File: config.mk
export PLATFORM = sky130hd
export DESIGN_NAME = hazard_stall_unit_flat
export DESIGN_NICKNAME = d
export VERILOG_FILES = /design/src/rtl/hazard_pkg.sv /design/src/rtl/hazard_stall_unit_if.sv /design/src/rtl/muldiv_busy_tracker.sv /design/src/rtl/hazard_stall_unit.sv /design/src/flat_wrapper.sv
export SDC_FILE = /design/constraint.sdc
export NUM_CORES = 1
export LEC_CHECK = 0
export CAP_MARGIN = 20
export CORE_AREA = 2 2 39 41
export DETAILED_ROUTE_END_ITERATION = 16
export DIE_AREA = 0 0 41 43
export GPL_TIMING_DRIVEN = 0
export PLACE_DENSITY = 0.75
export SLEW_MARGIN = 5
export SYNTH_ARGS = -nofsm -noshare
export SYNTH_HDL_FRONTEND = slang
export SYNTH_SLANG_ARGS = --single-unit
export TNS_END_PERCENT = 30
File: constraint.sdc
create_clock -name vclk -period 1.5
set_input_delay 0.225 -clock vclk [all_inputs]
set_output_delay 0.225 -clock vclk [all_outputs]
set_load 0.02 [all_outputs]
File: src/rtl/hazard_pkg.sv
// Shared types and constants for the pipeline hazard/stall controller.
// Used by hazard_stall_unit, muldiv_busy_tracker and the pipeline-side interface.
package hazard_pkg;

  // Mult/div busy-tracker states
  typedef enum logic {
    IDLE = 1'b0,
    BUSY = 1'b1
  } md_state_e;

  // Default mult/div latencies (EX issue to HI/LO valid)
  localparam int DEF_MULT_CYCLES = 4;
  localparam int DEF_DIV_CYCLES  = 32;

  // Architectural $zero never creates a dependency
  localparam logic [4:0] REG_ZERO = 5'd0;

  // True when a producer register feeds either source of the ID instruction
  function automatic logic reg_match(input logic [4:0] wreg,
                                     input logic [4:0] rs,
                                     input logic [4:0] rt);
    return (wreg != REG_ZERO) && ((wreg == rs) || (wreg == rt));
  endfunction

endpackage

File: src/rtl/hazard_stall_unit_if.sv
// Bundle of pipeline hazard inputs and interlock outputs.
// master: pipeline datapath/control side; slave: hazard_stall_unit.
interface hazard_stall_unit_if;
  logic [4:0] Rs_ID;
  logic [4:0] Rt_ID;
  logic [4:0] writereg_EX;
  logic [4:0] writereg_M;
  logic       RegWrite_EX;
  logic       MemtoReg_EX;
  logic       MemtoReg_M;
  logic       BranchD;
  logic       PCSrcD;
  logic       HiLoRead_ID;
  logic       MulDivStart_ID;
  logic       MulDivStart_EX;
  logic       MulDivIsDiv_EX;
  logic       StallF;
  logic       StallD;
  logic       FlushE;
  logic       FlushD;
  logic       muldiv_busy;
  logic       muldiv_done;

  modport master (
    output Rs_ID, Rt_ID, writereg_EX, writereg_M, RegWrite_EX, MemtoReg_EX,
           MemtoReg_M, BranchD, PCSrcD, HiLoRead_ID, MulDivStart_ID,
           MulDivStart_EX, MulDivIsDiv_EX,
    input  StallF, StallD, FlushE, FlushD, muldiv_busy, muldiv_done
  );

  modport slave (
    input  Rs_ID, Rt_ID, writereg_EX, writereg_M, RegWrite_EX, MemtoReg_EX,
           MemtoReg_M, BranchD, PCSrcD, HiLoRead_ID, MulDivStart_ID,
           MulDivStart_EX, MulDivIsDiv_EX,
    output StallF, StallD, FlushE, FlushD, muldiv_busy, muldiv_done
  );
endinterface

File: src/rtl/muldiv_busy_tracker.sv
// Models the iterative mult/div unit: goes BUSY for the selected latency
// after an issue, then pulses done for one cycle as it returns to IDLE.
// A start seen while BUSY is ignored (the counter is not reloaded).
module muldiv_busy_tracker
  import hazard_pkg::*;
#(
  parameter int MULT_CYCLES = DEF_MULT_CYCLES,
  parameter int DIV_CYCLES  = DEF_DIV_CYCLES
) (
  input  logic clk,
  input  logic rst_n,
  input  logic start_i,
  input  logic is_div_i,
  output logic busy_o,
  output logic done_o
);

  localparam int CNT_W = $clog2(DIV_CYCLES + 1);
  localparam logic [CNT_W-1:0] MULT_LOAD = CNT_W'(MULT_CYCLES - 1);
  localparam logic [CNT_W-1:0] DIV_LOAD  = CNT_W'(DIV_CYCLES - 1);

  md_state_e        state_q, state_d;
  logic [CNT_W-1:0] cnt_q, cnt_d;
  logic             done_q, done_d;

  // Next-state, counter and done-pulse logic
  always_comb begin
    state_d = state_q;
    cnt_d   = cnt_q;
    done_d  = 1'b0;
    case (state_q)
      IDLE: begin
        if (start_i) begin
          state_d = BUSY;
          cnt_d   = is_div_i ? DIV_LOAD : MULT_LOAD;
        end else begin
          state_d = IDLE;
        end
      end
      BUSY: begin
        if (cnt_q != {CNT_W{1'b0}}) begin
          cnt_d = cnt_q - CNT_W'(1);
        end else begin
          state_d = IDLE;
          done_d  = 1'b1;
        end
      end
      default: begin
        state_d = IDLE;
        cnt_d   = {CNT_W{1'b0}};
      end
    endcase
  end

  // State, counter and done registers; reset aborts any tracked operation
  always_ff @(posedge clk or negedge rst_n) begin
    if (!rst_n) begin
      state_q <= IDLE;
      cnt_q   <= {CNT_W{1'b0}};
      done_q  <= 1'b0;
    end else begin
      state_q <= state_d;
      cnt_q   <= cnt_d;
      done_q  <= done_d;
    end
  end

  assign busy_o = (state_q == BUSY);
  assign done_o = done_q;

endmodule

File: src/rtl/hazard_stall_unit.sv
// Pipeline interlock controller for the 5-stage MIPS pipeline: load-use,
// ID-stage branch operand and HI/LO-behind-mult/div hazards.
// Optional feature macro: HAZARD_MULDIV_EN enables mult/div busy tracking;
// without it the unit is purely combinational and the muldiv outputs are 0.
module hazard_stall_unit
  import hazard_pkg::*;
#(
  parameter int MULT_CYCLES = DEF_MULT_CYCLES,
  parameter int DIV_CYCLES  = DEF_DIV_CYCLES
) (
  input  logic                 clk,
  input  logic                 rst_n,
  hazard_stall_unit_if.slave   hz
);

  logic lwstall_s;
  logic branchstall_s;
  logic mdstall_s;
  logic stall_s;
  logic busy_s;
  logic done_s;

`ifdef HAZARD_MULDIV_EN
  muldiv_busy_tracker #(
    .MULT_CYCLES (MULT_CYCLES),
    .DIV_CYCLES  (DIV_CYCLES)
  ) u_tracker (
    .clk      (clk),
    .rst_n    (rst_n),
    .start_i  (hz.MulDivStart_EX),
    .is_div_i (hz.MulDivIsDiv_EX),
    .busy_o   (busy_s),
    .done_o   (done_s)
  );

  // HI/LO reads and new mult/div wait while the unit is busy or being issued
  always_comb begin
    mdstall_s = 1'b0;
    if (hz.HiLoRead_ID || hz.MulDivStart_ID) begin
      mdstall_s = busy_s || hz.MulDivStart_EX;
    end else begin
      mdstall_s = 1'b0;
    end
  end
`else
  logic unused_md_s;
  localparam int UNUSED_CFG = MULT_CYCLES + DIV_CYCLES;

  assign unused_md_s = ^{clk, rst_n, hz.HiLoRead_ID, hz.MulDivStart_ID,
                         hz.MulDivStart_EX, hz.MulDivIsDiv_EX,
                         (UNUSED_CFG != 0)};
  assign busy_s = 1'b0;
  assign done_s = 1'b0;

  // Mult/div tracking is compiled out, so it never stalls
  always_comb begin
    mdstall_s = 1'b0;
  end
`endif

  // Data hazards forwarding cannot cover, combined into one interlock
  always_comb begin
    lwstall_s     = hz.MemtoReg_EX &&
                    reg_match(hz.writereg_EX, hz.Rs_ID, hz.Rt_ID);
    branchstall_s = 1'b0;
    if (hz.BranchD) begin
      branchstall_s =
        (hz.RegWrite_EX && reg_match(hz.writereg_EX, hz.Rs_ID, hz.Rt_ID)) ||
        (hz.MemtoReg_M  && reg_match(hz.writereg_M,  hz.Rs_ID, hz.Rt_ID));
    end else begin
      branchstall_s = 1'b0;
    end
    stall_s = lwstall_s || branchstall_s || mdstall_s;
  end

  assign hz.StallF      = stall_s;
  assign hz.StallD      = stall_s;
  assign hz.FlushE      = stall_s;
  // A stalled branch must not squash the fetch until it actually resolves
  assign hz.FlushD      = hz.PCSrcD && !stall_s;
  assign hz.muldiv_busy = busy_s;
  assign hz.muldiv_done = done_s;

endmodule

File: src/flat_wrapper.sv
// flat-port wrapper written by rule: the top's interface ports become plain ports
module hazard_stall_unit_flat import hazard_pkg::*;
#(
  parameter int MULT_CYCLES = DEF_MULT_CYCLES,
  parameter int DIV_CYCLES  = DEF_DIV_CYCLES
)
  (clk, rst_n, hz_Rs_ID, hz_Rt_ID, hz_writereg_EX, hz_writereg_M, hz_RegWrite_EX, hz_MemtoReg_EX, hz_MemtoReg_M, hz_BranchD, hz_PCSrcD, hz_HiLoRead_ID, hz_MulDivStart_ID, hz_MulDivStart_EX, hz_MulDivIsDiv_EX, hz_StallF, hz_StallD, hz_FlushE, hz_FlushD, hz_muldiv_busy, hz_muldiv_done);
  hazard_stall_unit_if hz_i ();
  input  logic clk;
  input  logic rst_n;
  input wire logic [$bits(hz_i.Rs_ID)-1:0] hz_Rs_ID;
  input wire logic [$bits(hz_i.Rt_ID)-1:0] hz_Rt_ID;
  input wire logic [$bits(hz_i.writereg_EX)-1:0] hz_writereg_EX;
  input wire logic [$bits(hz_i.writereg_M)-1:0] hz_writereg_M;
  input wire logic [$bits(hz_i.RegWrite_EX)-1:0] hz_RegWrite_EX;
  input wire logic [$bits(hz_i.MemtoReg_EX)-1:0] hz_MemtoReg_EX;
  input wire logic [$bits(hz_i.MemtoReg_M)-1:0] hz_MemtoReg_M;
  input wire logic [$bits(hz_i.BranchD)-1:0] hz_BranchD;
  input wire logic [$bits(hz_i.PCSrcD)-1:0] hz_PCSrcD;
  input wire logic [$bits(hz_i.HiLoRead_ID)-1:0] hz_HiLoRead_ID;
  input wire logic [$bits(hz_i.MulDivStart_ID)-1:0] hz_MulDivStart_ID;
  input wire logic [$bits(hz_i.MulDivStart_EX)-1:0] hz_MulDivStart_EX;
  input wire logic [$bits(hz_i.MulDivIsDiv_EX)-1:0] hz_MulDivIsDiv_EX;
  output wire logic [$bits(hz_i.StallF)-1:0] hz_StallF;
  output wire logic [$bits(hz_i.StallD)-1:0] hz_StallD;
  output wire logic [$bits(hz_i.FlushE)-1:0] hz_FlushE;
  output wire logic [$bits(hz_i.FlushD)-1:0] hz_FlushD;
  output wire logic [$bits(hz_i.muldiv_busy)-1:0] hz_muldiv_busy;
  output wire logic [$bits(hz_i.muldiv_done)-1:0] hz_muldiv_done;
  assign hz_i.Rs_ID = hz_Rs_ID;
  assign hz_i.Rt_ID = hz_Rt_ID;
  assign hz_i.writereg_EX = hz_writereg_EX;
  assign hz_i.writereg_M = hz_writereg_M;
  assign hz_i.RegWrite_EX = hz_RegWrite_EX;
  assign hz_i.MemtoReg_EX = hz_MemtoReg_EX;
  assign hz_i.MemtoReg_M = hz_MemtoReg_M;
  assign hz_i.BranchD = hz_BranchD;
  assign hz_i.PCSrcD = hz_PCSrcD;
  assign hz_i.HiLoRead_ID = hz_HiLoRead_ID;
  assign hz_i.MulDivStart_ID = hz_MulDivStart_ID;
  assign hz_i.MulDivStart_EX = hz_MulDivStart_EX;
  assign hz_i.MulDivIsDiv_EX = hz_MulDivIsDiv_EX;
  assign hz_StallF = hz_i.StallF;
  assign hz_StallD = hz_i.StallD;
  assign hz_FlushE = hz_i.FlushE;
  assign hz_FlushD = hz_i.FlushD;
  assign hz_muldiv_busy = hz_i.muldiv_busy;
  assign hz_muldiv_done = hz_i.muldiv_done;
  hazard_stall_unit #(.MULT_CYCLES(MULT_CYCLES), .DIV_CYCLES(DIV_CYCLES)) u_core (.clk(clk), .rst_n(rst_n), .hz(hz_i));
endmodule
==> results.cfg <==
[sta]
clock.fmax_mhz = 585.2
hold_violations = 0
fin_crit_sh = 1.139
tns_ns = -0.6852
slew_viol_final = 0
period_minus_slack_ns = 1.709
worst_slack_ns = -0.2088
rsz0062_at_grt = true
setup_viol = 4
whs_ns = 0.9928

[finish]
final_common_cell = xnor2_1
drive_above_1_share = 0.2763
regArea_um2 = 0
diodes = 0
nClkBuffers = 0
nets = 109
layout_common_cells = xnor2_1 (20), dlygate4sd2_1 (16), buf_6 (5), buf_4 (5), clkdlybuf4s50_1 (5)
seq_cell_count = 0
instances_no_fill = 92
syn_to_final_growth_pct = 111.3
final_cell_area_um2 = 676.9

[route]
initialDrtViolationCount = 0
final_antenna_net_count = 0
firstDrtPassIters = 1
drc_errors = 0
wl_per_cell_um = 10.07
vias = 408
drt_wl_total_um = 926
post_drt_via_cell_ratio = 4.435

[pwr]
internal-power_uw = 117.7
pwr-share-seq = 0
power.switching_uw = 85.52
netSwitchingFraction = 0.4209
vdd_drop_max_mv = 0.1222
p_comb_frac = 1.000
p_leak_nw = 0.2829
p_per_area_nw_per_um2 = 300.2
clkPwrFrac = 0

[die]
io_pins = 37
core_um2 = 1384
die_area_um2 = 1763
start_util = 0.2315
chipWidth_um = 41
dieHeight_um = 43
row_count = 14

[placed_design]
place_area_um2 = 641.9
routabilityCongestion = 0.7794
port_buffers = 29
post-place-cells = 90
pre_cts_ws_ns = -1.046

[yosys]
synthCells = 44
syn_area_per_cell_um2 = 7.280
yosysWarnings = 0
ys_types = 14
ys_seq_area_frac = 0
synthesis.area_um2 = 320.3

[global_route]
grt_overflow = 0
grt_max_degree = 4
grt_pass1_wl_um = 1462
antenna_found_initial = 0
grtUsageTotal = 0.1099
grt_pass1_vias = 392

[critical_path]
crit_fanout = 3
required_ns = 1.27
critPathKind = input pin to output port
critPathLaunchType = input pin
crit_arrival_ns = 1.48
end_kind = output port

[min_path]
hold_start = hz_writereg_M[3]
hold_depth = 5
min_to = hz_FlushD
holdCritPathClass = input pin to output port

[run]
drv_cap = 0

[status]
violations = negative setup slack
status = complete, but fails checks
## power by group through the flow
| stage | registers, mW | clock network [mW] | logic, mW |
|---|---|---|---|
| finish | 0 | 0 | 0.203 |
| global placement | 0 | 0 | 0.201 |
| detailed placement | 0 | 0 | 0.201 |
| global route | 0 | 0 | 0.220 |
| CTS | 0 | 0 | 0.197 |
| floorplan | 0 | 0 | 0.0961 |
## synth_stat cells
cell type   n  area, µm²
or3_1       1      6.260
a21oi_1     2      10.01
a22o_2      1      10.01
nand2_1     4      15.01
o22ai_1     2      12.51
buf_4       4      30.03
nor2_1      1      3.750
xnor2_1    20      175.2
nand3_1     4      20.02
inv_1       1      3.750
nor3_1      1      5.000
o311a_1     1      10.01
a221oi_2    1      15.01
conb_1      1      3.750
## worst max path at each step
stage	from	end	cells after the start
2_1_floorplan	hz_writereg_M[1]	hz_FlushD	3
3_3_place_gp	hz_writereg_M[1]	hz_StallF	6
3_5_place_dp	hz_writereg_M[1]	hz_StallD	6
4_1_cts	hz_writereg_M[3]	hz_StallD	6
5_1_grt	hz_writereg_M[3]	hz_StallD	6
6_report	hz_writereg_M[3]	hz_StallD	6
## logic make-up after synthesis
kind of cell    after synthesis  share of synthesized area
simple gates                 11                     0.1562
xor+xnor                     20                     0.5469
buf+inv                       5                     0.1055
other cells                   1                    0.01171
compound gates                7                     0.1797
## layer usage
layer | GRT usage | vias to the layer above | share of wire | routed length [µm]
met3 | 0.01047 | 0 | 0.084 | 78
met4 | 0 | 0 | 0 | 0
met2 | 0.1938 | 20 | 0.52 | 486
met5 | 0 | - | 0 | 0
li1 | - | 210 | - | -
met1 | 0.1456 | 178 | 0.39 | 360
## layout make-up
type               instances  area, µm²
fillers                  146      706.9
multi-input cells         40      334.1
repair buffers            31      281.5
plain buffers              4      37.54
well taps                 16      20.02
inverters                  1      3.754
## critical path, cell delays in order
cell and delay (ns):
buf_8 0.09, or3_4 0.38, o311a_4 0.32, a22o_4 0.23, buf_6 0.11, buf_6 0.12
## timing repair
item,4_1_cts,5_1_grt
endpoints found under the setup margin,4,4
hold buffers,0,0
buffers inserted,2,0
resized for setup,59,5
endpoints found under the hold margin,0,0
pin swaps,6,3
## metrics by stage
step | power, mW | utilization
3_3_place_gp | 0.2007 | 0.4638
2_1_floorplan | 0.09614 | -
6_report | 0.2032 | 0.4892
3_5_place_dp | 0.2014 | 0.4638
5_1_grt | 0.2200 | 0.4892
4_1_cts | 0.1975 | 0.4711
Note: power is estimated with default switching activity, not from simulation.
